<file path="src/rtl/spi_pkg.sv">
// Shared SPI definitions used by the slave port and the master datapath.
// Holds frame-length arithmetic and the slave FSM state encoding.
package spi_pkg;

  localparam int PAD_BITS = 2;

  typedef enum logic [1:0] {
    IDLE  = 2'd0,
    SHIFT = 2'd1,
    DONE  = 2'd2
  } state_t;

  // SCLK cycles in one frame: leading pad bits plus the data bytes
  function automatic int calc_bits(input int bytes);
    return 8 * bytes + PAD_BITS;
  endfunction

endpackage

</file>
<file path="src/rtl/spi_sync2.sv">
// Two-flop synchroniser for an asynchronous pin, plus a history flop
// so the caller can detect edges on the synchronised signal.
module spi_sync2 #(
  parameter logic RST_VAL = 1'b0
) (
  input  logic clk,
  input  logic reset,
  input  logic din,
  output logic sync,
  output logic prev
);

  logic meta_reg;
  logic sync_reg;
  logic prev_reg;

  always_ff @(posedge clk or negedge reset) begin
    if (!reset) begin
      meta_reg <= RST_VAL;
      sync_reg <= RST_VAL;
      prev_reg <= RST_VAL;
    end else begin
      meta_reg <= din;
      sync_reg <= meta_reg;
      prev_reg <= sync_reg;
    end
  end

  assign sync = sync_reg;
  assign prev = prev_reg;

endmodule

</file>
<file path="src/rtl/spi_slave_port.sv">
// SPI mode-0 slave endpoint: oversamples the pins in the clk domain,
// receives one padded frame and replies with tx_dat captured at select.
module spi_slave_port
  import spi_pkg::*;
#(
  parameter int BYTES = 1
) (
  input  logic               clk,
  input  logic               reset,
  input  logic               sclk,
  input  logic               ss_n,
  input  logic               mosi,
  output logic               miso,
  output logic               miso_oe,
  input  logic [8*BYTES-1:0] tx_dat,
  output logic [8*BYTES-1:0] rx_dat,
  output logic               rx_valid,
  output logic               busy,
  output logic               err
);

  localparam int DW   = 8 * BYTES;
  localparam int BITS = calc_bits(BYTES);
  localparam int CW   = $clog2(BITS + 1);

  logic sclk_s, sclk_p;
  logic ss_s, ss_p;
  logic mosi_s, mosi_prev_unused;

  spi_sync2 #(.RST_VAL(1'b0)) u_sync_sclk (
    .clk(clk), .reset(reset), .din(sclk), .sync(sclk_s), .prev(sclk_p)
  );

  // Deselected is the safe power-up value for slave select
  spi_sync2 #(.RST_VAL(1'b1)) u_sync_ss (
    .clk(clk), .reset(reset), .din(ss_n), .sync(ss_s), .prev(ss_p)
  );

  spi_sync2 #(.RST_VAL(1'b0)) u_sync_mosi (
    .clk(clk), .reset(reset), .din(mosi), .sync(mosi_s), .prev(mosi_prev_unused)
  );

  logic sclk_rise, sclk_fall, ss_fall, ss_rise;
  assign sclk_rise = sclk_s & ~sclk_p;
  assign sclk_fall = ~sclk_s & sclk_p;
  assign ss_fall   = ~ss_s & ss_p;
  assign ss_rise   = ss_s & ~ss_p;

  state_t        state_reg, state_next;
  logic [CW-1:0] count_reg, count_next;
  logic [DW:0]   tx_sh_reg, tx_sh_next;
  logic [DW-2:0] rx_sh_reg, rx_sh_next;
  logic [DW-1:0] rx_dat_reg, rx_dat_next;
  logic          rx_valid_reg, rx_valid_next;
  logic          err_reg, err_next;
  logic          miso_reg, miso_next;
  logic          ovr_reg, ovr_next;
  logic [DW-1:0] rx_shifted;

  // Only the newest DW bits are kept, so the pad bits fall off the top
  assign rx_shifted = {rx_sh_reg, mosi_s};

  always_ff @(posedge clk or negedge reset) begin
    if (!reset) begin
      state_reg    <= IDLE;
      count_reg    <= '0;
      tx_sh_reg    <= '0;
      rx_sh_reg    <= '0;
      rx_dat_reg   <= '0;
      rx_valid_reg <= 1'b0;
      err_reg      <= 1'b0;
      miso_reg     <= 1'b0;
      ovr_reg      <= 1'b0;
    end else begin
      state_reg    <= state_next;
      count_reg    <= count_next;
      tx_sh_reg    <= tx_sh_next;
      rx_sh_reg    <= rx_sh_next;
      rx_dat_reg   <= rx_dat_next;
      rx_valid_reg <= rx_valid_next;
      err_reg      <= err_next;
      miso_reg     <= miso_next;
      ovr_reg      <= ovr_next;
    end
  end

  always_comb begin
    state_next    = state_reg;
    count_next    = count_reg;
    tx_sh_next    = tx_sh_reg;
    rx_sh_next    = rx_sh_reg;
    rx_dat_next   = rx_dat_reg;
    rx_valid_next = 1'b0;
    err_next      = 1'b0;
    miso_next     = miso_reg;
    ovr_next      = ovr_reg;

    case (state_reg)
      IDLE: begin
        if (ss_fall) begin
          // First pad bit is driven now; the second pad leads the shifter
          tx_sh_next = {1'b0, tx_dat};
          miso_next  = 1'b0;
          count_next = '0;
          ovr_next   = 1'b0;
          state_next = SHIFT;
        end
      end
      SHIFT: begin
        if (sclk_rise) begin
          rx_sh_next = rx_shifted[DW-2:0];
          count_next = count_reg + CW'(1);
          if (count_reg == CW'(BITS - 1)) begin
            rx_dat_next   = rx_shifted;
            rx_valid_next = 1'b1;
            miso_next     = 1'b0;
            state_next    = DONE;
          end
        end else if (sclk_fall) begin
          miso_next  = tx_sh_reg[DW];
          tx_sh_next = {tx_sh_reg[DW-1:0], 1'b0};
        end
        // A final rise coinciding with deselect still completes the frame
        if (ss_rise) begin
          if (state_next != DONE) begin
            err_next = 1'b1;
          end
          miso_next  = 1'b0;
          state_next = IDLE;
        end
      end
      DONE: begin
        if (ss_rise) begin
          miso_next  = 1'b0;
          state_next = IDLE;
        end else if (sclk_rise && !ovr_reg) begin
          err_next = 1'b1;
          ovr_next = 1'b1;
        end
      end
      default: begin
        state_next = IDLE;
      end
    endcase
  end

  assign miso     = miso_reg;
  assign miso_oe  = (state_reg != IDLE);
  assign busy     = (state_reg != IDLE);
  assign rx_dat   = rx_dat_reg;
  assign rx_valid = rx_valid_reg;
  assign err      = err_reg;

endmodule

</file>
<file path="config.mk">
export PLATFORM = sky130hd
export DESIGN_NAME = spi_slave_port
export DESIGN_NICKNAME = d
export VERILOG_FILES = /design/src/rtl/spi_pkg.sv /design/src/rtl/spi_sync2.sv /design/src/rtl/spi_slave_port.sv
export SDC_FILE = /design/constraint.sdc
export NUM_CORES = 1
export LEC_CHECK = 0
export BUFFER_PORTS_ARGS = -buffer_cell sky130_fd_sc_hd__buf_4
export CAP_MARGIN = 5
export CORE_MARGIN = 4
export CORE_UTILIZATION = 45
export DETAILED_ROUTE_END_ITERATION = 16
export PLACE_DENSITY = 0.62
export REMOVE_ABC_BUFFERS = 1
export SETUP_SLACK_MARGIN = 0.4
export SLEW_MARGIN = 20
export SYNTH_ARGS = -nofsm -noshare
export SYNTH_HDL_FRONTEND = slang
export SYNTH_SLANG_ARGS = --single-unit
</file>
<file path="constraint.sdc">
create_clock -name clk -period 2.05 [get_ports clk]
set_input_delay 0.3075 -clock clk [delete_from_list [all_inputs] [get_ports clk]]
set_output_delay 0.3075 -clock clk [all_outputs]
set_load 0.01 [all_outputs]
</file>
==> Implementation_results.wiki, run 1 <==
{| class="wikitable"
! Metric !! Value
|-
| Via count of the first global-routing pass || 1250
|-
| Total of buffers placed on input and output ports || 25
|-
| Standby leakage power || 0.001178 uW
|-
| Cell at the root of the clock tree || sky130_fd_sc_hd__clkbuf_8
|-
| Sw Ratio || 30.30%
|-
| Final hold vios || 15
|-
| Initial detailed-routing violation count || 114
|-
| Post-Route Skew || 4.157 ps
|-
| Worst Setup Slack post-DPL || 152.3 ps
|-
| Largest cells by area after synthesis || sky130_fd_sc_hd__dfrtp_1 49%, sky130_fd_sc_hd__mux2_2 12%, sky130_fd_sc_hd__mux2_4 6.8%, sky130_fd_sc_hd__ha_1 5.0%, sky130_fd_sc_hd__dfstp_2 4.0%
|-
| Layout net count || 209
|-
| Max transition margin || 66.15%
|-
| Violated checks || hold timing
|-
| Detailed placement HPWL || 2325 um
|-
| Full die area || 5558 sq um
|-
| Total non-filler cell area in the finished layout || 2457 sq um
|-
| Sw Pwr || 864.9 uW
|-
| Areal power density over the cells || 1162 nW/um^2
|-
| Setup repair after global routing missed its margin || true
|-
| Class of the most critical hold timing path || in -> async
|-
| Post-CTS clock slew at the launch and capture registers of the worst setup and hold paths || 80 ps
|-
| Arrival time at the worst endpoint || 1870 ps
|-
| DRC violations left || 0
|-
| Seq. cell area || 1057 sq um
|-
| Routed length per instance || 14.79 um
|-
| Total of max-cap violations || 0
|-
| Flop pwr share || 41.1%
|-
| Routability congestion estimate || 0.8789
|-
| Number of CTS-inserted buffers || 5
|-
| Max Slew Vio Count || 0
|-
| Number of enable flip-flop cells after synthesis || 0
|-
| Critical path required time || 2220 ps
|-
| Path type of the worst setup path || reg -> reg
|-
| Average cell area after synthesis || 13.29 sq um
|-
| All-Layer GR Usage || 13.84%
|-
| Run status || finished with violations
|-
| Most instantiated flip-flop cell in the synthesis netlist || sky130_fd_sc_hd__dfrtp_1
|-
| Floorplan Core Area || 4144 sq um
|-
| Fraction of registers with async set or reset after synthesis || 100.0%
|-
| Power share of the combinational group || 40.1%
|-
| Rows || 23
|-
| Fill cell count || 338
|-
| Number of flip-flops in the largest register || 9
|-
| # diodes || 0
|-
| Number of buffers inserted for hold repair after clock tree synthesis || 0
|-
| Leading post-synthesis cells by instance count || 39 x sky130_fd_sc_hd__dfrtp_1, 22 x sky130_fd_sc_hd__mux2_2, 10 x sky130_fd_sc_hd__inv_1
|-
| WL final || 3536 um
|-
| Final number of setup-violating endpoints || 0
|-
| Area share of the largest cell type after synthesis || 48.96%
|-
| Cell type contributing the most total cell area after synthesis || sky130_fd_sc_hd__dfrtp_1
|-
| Yosys warning count || 0
|-
| Global-route wire length before repair || 5782 um
|-
| Top-count cell post-synth || sky130_fd_sc_hd__dfrtp_1
|-
| Cell Area, Synth || 1993 sq um
|-
| Sequential area share after synthesis || 52.92%
|-
| Slowest cell on the critical path || sky130_fd_sc_hd__dfrtp_1
|-
| Cells along the critical path || inv_1, ha_1, nand3b_1, a221o_1, mux2_4
|-
| DP Area || 2232 sq um
|-
| FMAX || 591.5 MHz
|-
| Vias || 1259
|-
| Post-layout minimum cycle time || 1691 ps
|-
| Vertical extent of the die || 74.55 um
|-
| Overall overflow remaining after global route || 0
|-
| Maximum root-to-sink buffer count || 2
|-
| Starting Density || 48.10%
|-
| Power consumption || 2855 uW
|-
| Vias/cell || 5.268
|-
| Clock Latency Late Sink || 280 ps
|-
| Maximum number of pins on one net before global-route repair || 43
|-
| Top Ports || 26
|-
| Part of the cycle the worst path needs || 82.47%
|-
| Synth-to-layout area growth || 23.29%
|-
| Worst IR Drop VDD || 0.7179 mV
|-
| Synthesized flop and latch total || 42
|-
| CTS tree || done
|-
| Chip width || 74.55 um
|-
| Count of antenna-violating nets left after detailed routing || 0
|-
| Worst reg-to-reg path cell count || 5
|-
| Final worst hold slack || -10.98 ps
|-
| Clock group share of total power || 18.9%
|-
| CP peak stage delay || 400 ps
|-
| Instance count of the mapped netlist || 150
|-
| Internal power summed over all cells || 1990 uW
|-
| Htree depth || 2
|-
| Util after Layout || 59.30%
|-
| Area of the multi-input gates || 922.1 sq um
|-
| Clock sink count || 42
|-
| CP Capture Type || flop
|-
| Transition time at the pin with the least slew margin || 507.8 ps
|-
| Top fanout value on the critical path || 4
|-
| Startpoint class of the critical path || flop
|-
| Pre-antenna DRT Iters || 4
|-
| Antenna violations before repair || 0
|-
| Final setup slack of the worst path || 359.4 ps
|-
| Post-synth cell types || 39
|-
| Share of final-layout standard cells stronger than drive strength 1 || 52.91%
|-
| Final TNS setup || 0 ps
|}
==> path summary, 6_finish.rpt <==
path                                 startpoint                    to  slack (ps)
min in group clk                           sclk  u_sync_sclk.meta_reg         130
setup / recovery                   count_reg[1]                  miso         360
max in group asynchronous                 reset          count_reg[0]        1680
setup reg to reg                   count_reg[1]                  miso         360
hold reg to reg            u_sync_sclk.meta_reg      u_sync_sclk.sync         350
hold / removal                            reset               ovr_reg         -10
==> power groups by stage <==
stage | combinational, uW | clock, uW | sequential [uW]
after floorplan | 709 | 0 | 1150
after global placement | 930 | 0 | 1170
after detailed placement | 965 | 0 | 1180
after CTS | 1050 | 553 | 1180
after global routing | 1230 | 587 | 1200
final | 1140 | 539 | 1170
==> per-layer routing <==
metal	track usage [%]	wire length, um	vias up
li1	-	-	607
met1	17.90	1623	614
met2	22.15	1705	36
met3	5.000	188	2
met4	3.557	19	0
met5	0	0	-
==> worst max-delay path: cells and delay by family, from the launching register on <==
family / cells / cell delay, ps
DFF: 1 / 400
adders and majority gates: 1 / 160
muxes: 1 / 290
and+or+nand+nor: 1 / 230
buffers and inverters: 1 / 90
AOI/OAI and AO/OA: 1 / 400
==> timing repair <==
| action | CTS | global route |
|---|---|---|
| setup endpoints to repair | 22 | 19 |
| buffers inserted | 4 | 3 |
| resized for setup | 10 | 10 |
| cloned | 0 | 1 |
| pin swaps | 4 | 6 |
==> cell type report <==
cell class	count	area share, %
Tap cell	50	2.546
Timing Repair Buffer	36	11.66
Inverter	10	1.527
Clock inverter	1	0.2037
Multi-Input combinational cell	93	37.53
Clock buffer	7	3.513
Sequential cell	42	43.02
==> placed cells by master, fill, tap and decap left out, types with 3 or more instances in the layout <==
master	instances
sky130_fd_sc_hd__dfrtp_1	37
sky130_fd_sc_hd__buf_4	34
sky130_fd_sc_hd__mux2_2	22
sky130_fd_sc_hd__mux2_4	9
sky130_fd_sc_hd__clkbuf_8	6
sky130_fd_sc_hd__inv_2	5
sky130_fd_sc_hd__inv_1	5
sky130_fd_sc_hd__nor2_1	5
sky130_fd_sc_hd__mux2i_1	4
sky130_fd_sc_hd__a21oi_1	4
sky130_fd_sc_hd__nand2_1	4
sky130_fd_sc_hd__o21ai_0	3
sky130_fd_sc_hd__nor3_1	3
sky130_fd_sc_hd__ha_4	3
sky130_fd_sc_hd__ha_1	3
sky130_fd_sc_hd__dfstp_2	3
==> kinds of logic (layout without fill, tap and decap cells) <==
group / after synthesis / count (layout) / synth area share, %
and+or+nand+nor: 26 / 27 / 7.721
DFF: 42 / 42 / 52.92
adders and majority gates: 8 / 8 / 5.022
muxes: 36 / 36 / 21.91
buffers and inverters: 16 / 54 / 4.582
AOI/OAI and AO/OA: 22 / 22 / 7.847
==> per-stage QoR <==
stage,hold WS [ps],instances
finish,-10.98,239
global route,22.38,239
CTS,12.98,235
detailed placement,324.8,223
global placement,312.1,223
floorplan,11.91,144
(Power assumes the default switching activity.)
==> inputs of run 2 (changes only) <==
- PLACE_DENSITY: 0.62 -> 0.64
- clock period: 2.05 -> 1.4 ns (I/O delays scaled with it)
==> run 2 against run 1 <==
  * The flow finishes with violations (setup timing)
  * Clock skew fell by 0.71 ps
  * Combinational power rose by 110%
  * Via count rose by 12%
  * Cell count is 15% higher
  * Fmax rose by 0.76%
  * Global-route usage increased by 2.8 points
  * Largest cell class unchanged
  * Worst hold slack better by 37 ps
  * Sequential share of layout area shrank 7.7 points
==> Implementation_results.wiki, run 2 (same netlist as run 1, synthesis figures left out) <==
{| class="wikitable"
! Metric !! Value
|-
| Final worst hold slack || 25.57 ps (+36.55 ps)
|-
| DR top layer || met4
|-
| Routed wl met3 || 171 um (-9.0%)
|-
| Fill cell count || 272 (-20%)
|-
| Part of the cycle the worst path needs || 119.8% (+37 points)
|-
| Util after Layout || 72.16% (+13 points)
|-
| Total of max-cap violations || 0 (unchanged)
|-
| Path type of the worst setup path || reg -> reg
|-
| Post-Route Skew || 3.449 ps (-0.7086 ps)
|-
| CP Capture Type || flop
|-
| Vias || 1414 (+12%)
|-
| Post-CTS clock slew at the launch and capture registers of the worst setup and hold paths || 80 ps (about the same)
|-
| Htree depth || 2 (unchanged)
|-
| Total of buffers placed on input and output ports || 25 (unchanged)
|-
| Global-route wire length before repair || 6969 um (+21%)
|-
| FMAX || 596.0 MHz (+0.76%)
|-
| Total routed wire length on the met1 layer || 1961 um (+21%)
|-
| Routed length per instance || 16.11 um (+8.9%)
|-
| Final hold vios || 0 (-15)
|-
| DRC violations left || 0 (unchanged)
|-
| Top fanout value on the critical path || 5 (+1)
|-
| Initial detailed-routing violation count || 107 (-6.1%)
|-
| Run status || finished with violations
|-
| Cell at the root of the clock tree || sky130_fd_sc_hd__clkbuf_8
|-
| Setup repair after global routing missed its margin || true
|-
| Max transition margin || 65.51% (-0.63 points)
|-
| Synth-to-layout area growth || 50.03%
|-
| Vertical extent of the die || 74.55 um (unchanged)
|-
| Clock sink count || 42 (unchanged)
|-
| Areal power density over the cells || 1618 nW/um^2 (+39%)
|-
| Critical path required time || 1580 ps (-640 ps)
|-
| Full die area || 5558 sq um (unchanged)
|-
| Max Slew Vio Count || 0 (unchanged)
|-
| Met2 Routed Length || 2224 um (+30%)
|-
| Final number of setup-violating endpoints || 35 (+35)
|-
| WP buf/inv || 2 (+1)
|-
| All-Layer GR Usage || 16.59% (+2.8 points)
|-
| Final setup slack of the worst path || -277.9 ps (-637.3 ps)
|-
| CTS tree || done
|-
| Layout net count || 245 (+17%)
|-
| Vias/cell || 5.142 (-2.4%)
|-
| Floorplan Core Area || 4144 sq um (unchanged)
|-
| # diodes || 0 (unchanged)
|-
| Share of final-layout standard cells stronger than drive strength 1 || 63.56% (+11 points)
|-
| Worst IR Drop VDD || 0.8159 mV (+14%)
|-
| Slowest cell on the critical path || sky130_fd_sc_hd__dfrtp_2
|-
| Antenna violations before repair || 0 (unchanged)
|-
| Pre-antenna DRT Iters || 4 (unchanged)
|-
| Transition time at the pin with the least slew margin || 517.3 ps (+9.480 ps)
|-
| Top Ports || 26 (unchanged)
|-
| Via count of the first global-routing pass || 1477 (+18%)
|-
| R2R setup slack || -280 ps (-640 ps)
|-
| Startpoint class of the critical path || flop
|-
| Arrival time at the worst endpoint || 1860 ps (about the same)
|-
| Highest-count cells in the layout ignoring fill and taps || 39 x sky130_fd_sc_hd__buf_4, 38 x sky130_fd_sc_hd__dfrtp_1, 27 x sky130_fd_sc_hd__buf_6, 18 x sky130_fd_sc_hd__mux2_4, 13 x sky130_fd_sc_hd__mux2_2
|-
| WL final || 4429 um (+25%)
|-
| Maximum number of pins on one net before global-route repair || 43 (unchanged)
|-
| Class of the most critical hold timing path || in -> reg
|-
| Final TNS setup || -6342 ps (-6342 ps)
|-
| Clock Latency Late Sink || 290 ps (about the same)
|-
| Cells along the critical path || inv_4, ha_4, mux2i_2, or2_4, buf_12, mux2_4
|-
| Rows || 23 (unchanged)
|-
| Maximum root-to-sink buffer count || 2 (unchanged)
|-
| Number of flip-flops in the largest register || 9 (unchanged)
|-
| DP Area || 2397 sq um (+7.4%)
|-
| Crit-path leading delay family || multiplexers
|-
| Violated checks || setup timing
|-
| CP peak stage delay || 460 ps (+60 ps)
|-
| Overall overflow remaining after global route || 0 (unchanged)
|-
| Worst Setup Slack post-DPL || -376.2 ps (-528.5 ps)
|-
| Total non-filler cell area in the finished layout || 2990 sq um (+22%)
|-
| Count of antenna-violating nets left after detailed routing || 0 (unchanged)
|-
| Seq. cell area || 1056 sq um (-0.12%)
|-
| Commonest non-fill, non-tap cell in the layout || sky130_fd_sc_hd__buf_4
|-
| Routability congestion estimate || 0.9071 (+3.2%)
|-
| Area of the multi-input gates || 1022 sq um (+11%)
|-
| Detailed placement HPWL || 2641 um (+14%)
|-
| Chip width || 74.55 um (unchanged)
|-
| Standby leakage power || 0.001430 uW (+21%)
|-
| Post-layout minimum cycle time || 1678 ps (-12.68 ps)
|-
| Number of CTS-inserted buffers || 5 (unchanged)
|-
| Starting Density || 48.10% (unchanged)
|}
[run 2: cell count changes in the layout (fill, tap and decap cells not counted), sizes merged]
cell,previous run,this run
inv,10,11
nor2,7,6
clkinv,1,2
dlygate4sd3,0,3
clkbuf,7,6
buf,36,69
[run 2: stage by stage]
step | power [uW] | std cells
floorplan | 2716 | 144
global placement | 3298 | 245
detailed placement | 3379 | 245
CTS | 4568 | 264
global route | 5130 | 275
finish | 4838 | 275
[run 2: final cells by class]
type                            count  area share, %
Sequential cell                    42          35.31
Multi-Input combinational cell     92          34.18
Timing Repair Buffer               73          24.06
Clock buffer                        5          2.301
Tap cell                           50          2.092
Inverter                           10          1.423
Clock inverter                      3         0.6276
[run 2: worst paths after layout]
check                                     start                 end  cells past startpoint
min in group asynchronous                 reset                miso                      2
min reg2reg                u_sync_sclk.meta_reg    u_sync_sclk.sync                      0
max in group asynchronous                 reset        state_reg[0]                      2
min                                        ss_n  u_sync_ss.meta_reg                      1
max reg2reg                        state_reg[0]        tx_sh_reg[3]                      6
max                                state_reg[0]        tx_sh_reg[3]                      6
[run 2: routing by layer]
metal,vias to the layer above,global-route usage (%)
met5,-,0
met1,695,20.88
met2,36,27.02
li1,672,-
met3,11,5.000
met4,0,6.126
[run 2: worst reg2reg max path, delay by kind of cell, from the launching register on]
family | cells | cell delay [ps]
adder cells (fa/ha/maj) | 1 | 150
buffers and inverters | 2 | 230
flip-flops | 1 | 460
multiplexers | 2 | 520
AND/OR/NAND/NOR | 1 | 200
[run 2: repair_timing]
item,in CTS,in global routing
buffers inserted,9,8
cloned,1,1
endpoints found under the hold margin,39,2
pin swaps,14,10
setup endpoints to repair,47,47
hold buffers,1,2
resized for setup,47,27
[run 2: power breakdown]
part / internal [uW] / switching, uW / leakage, uW
sequential: 1510 / 205 / 0.000533
combinational: 1470 / 878 / 0.000849
clock: 351 / 424 / 0.0000483
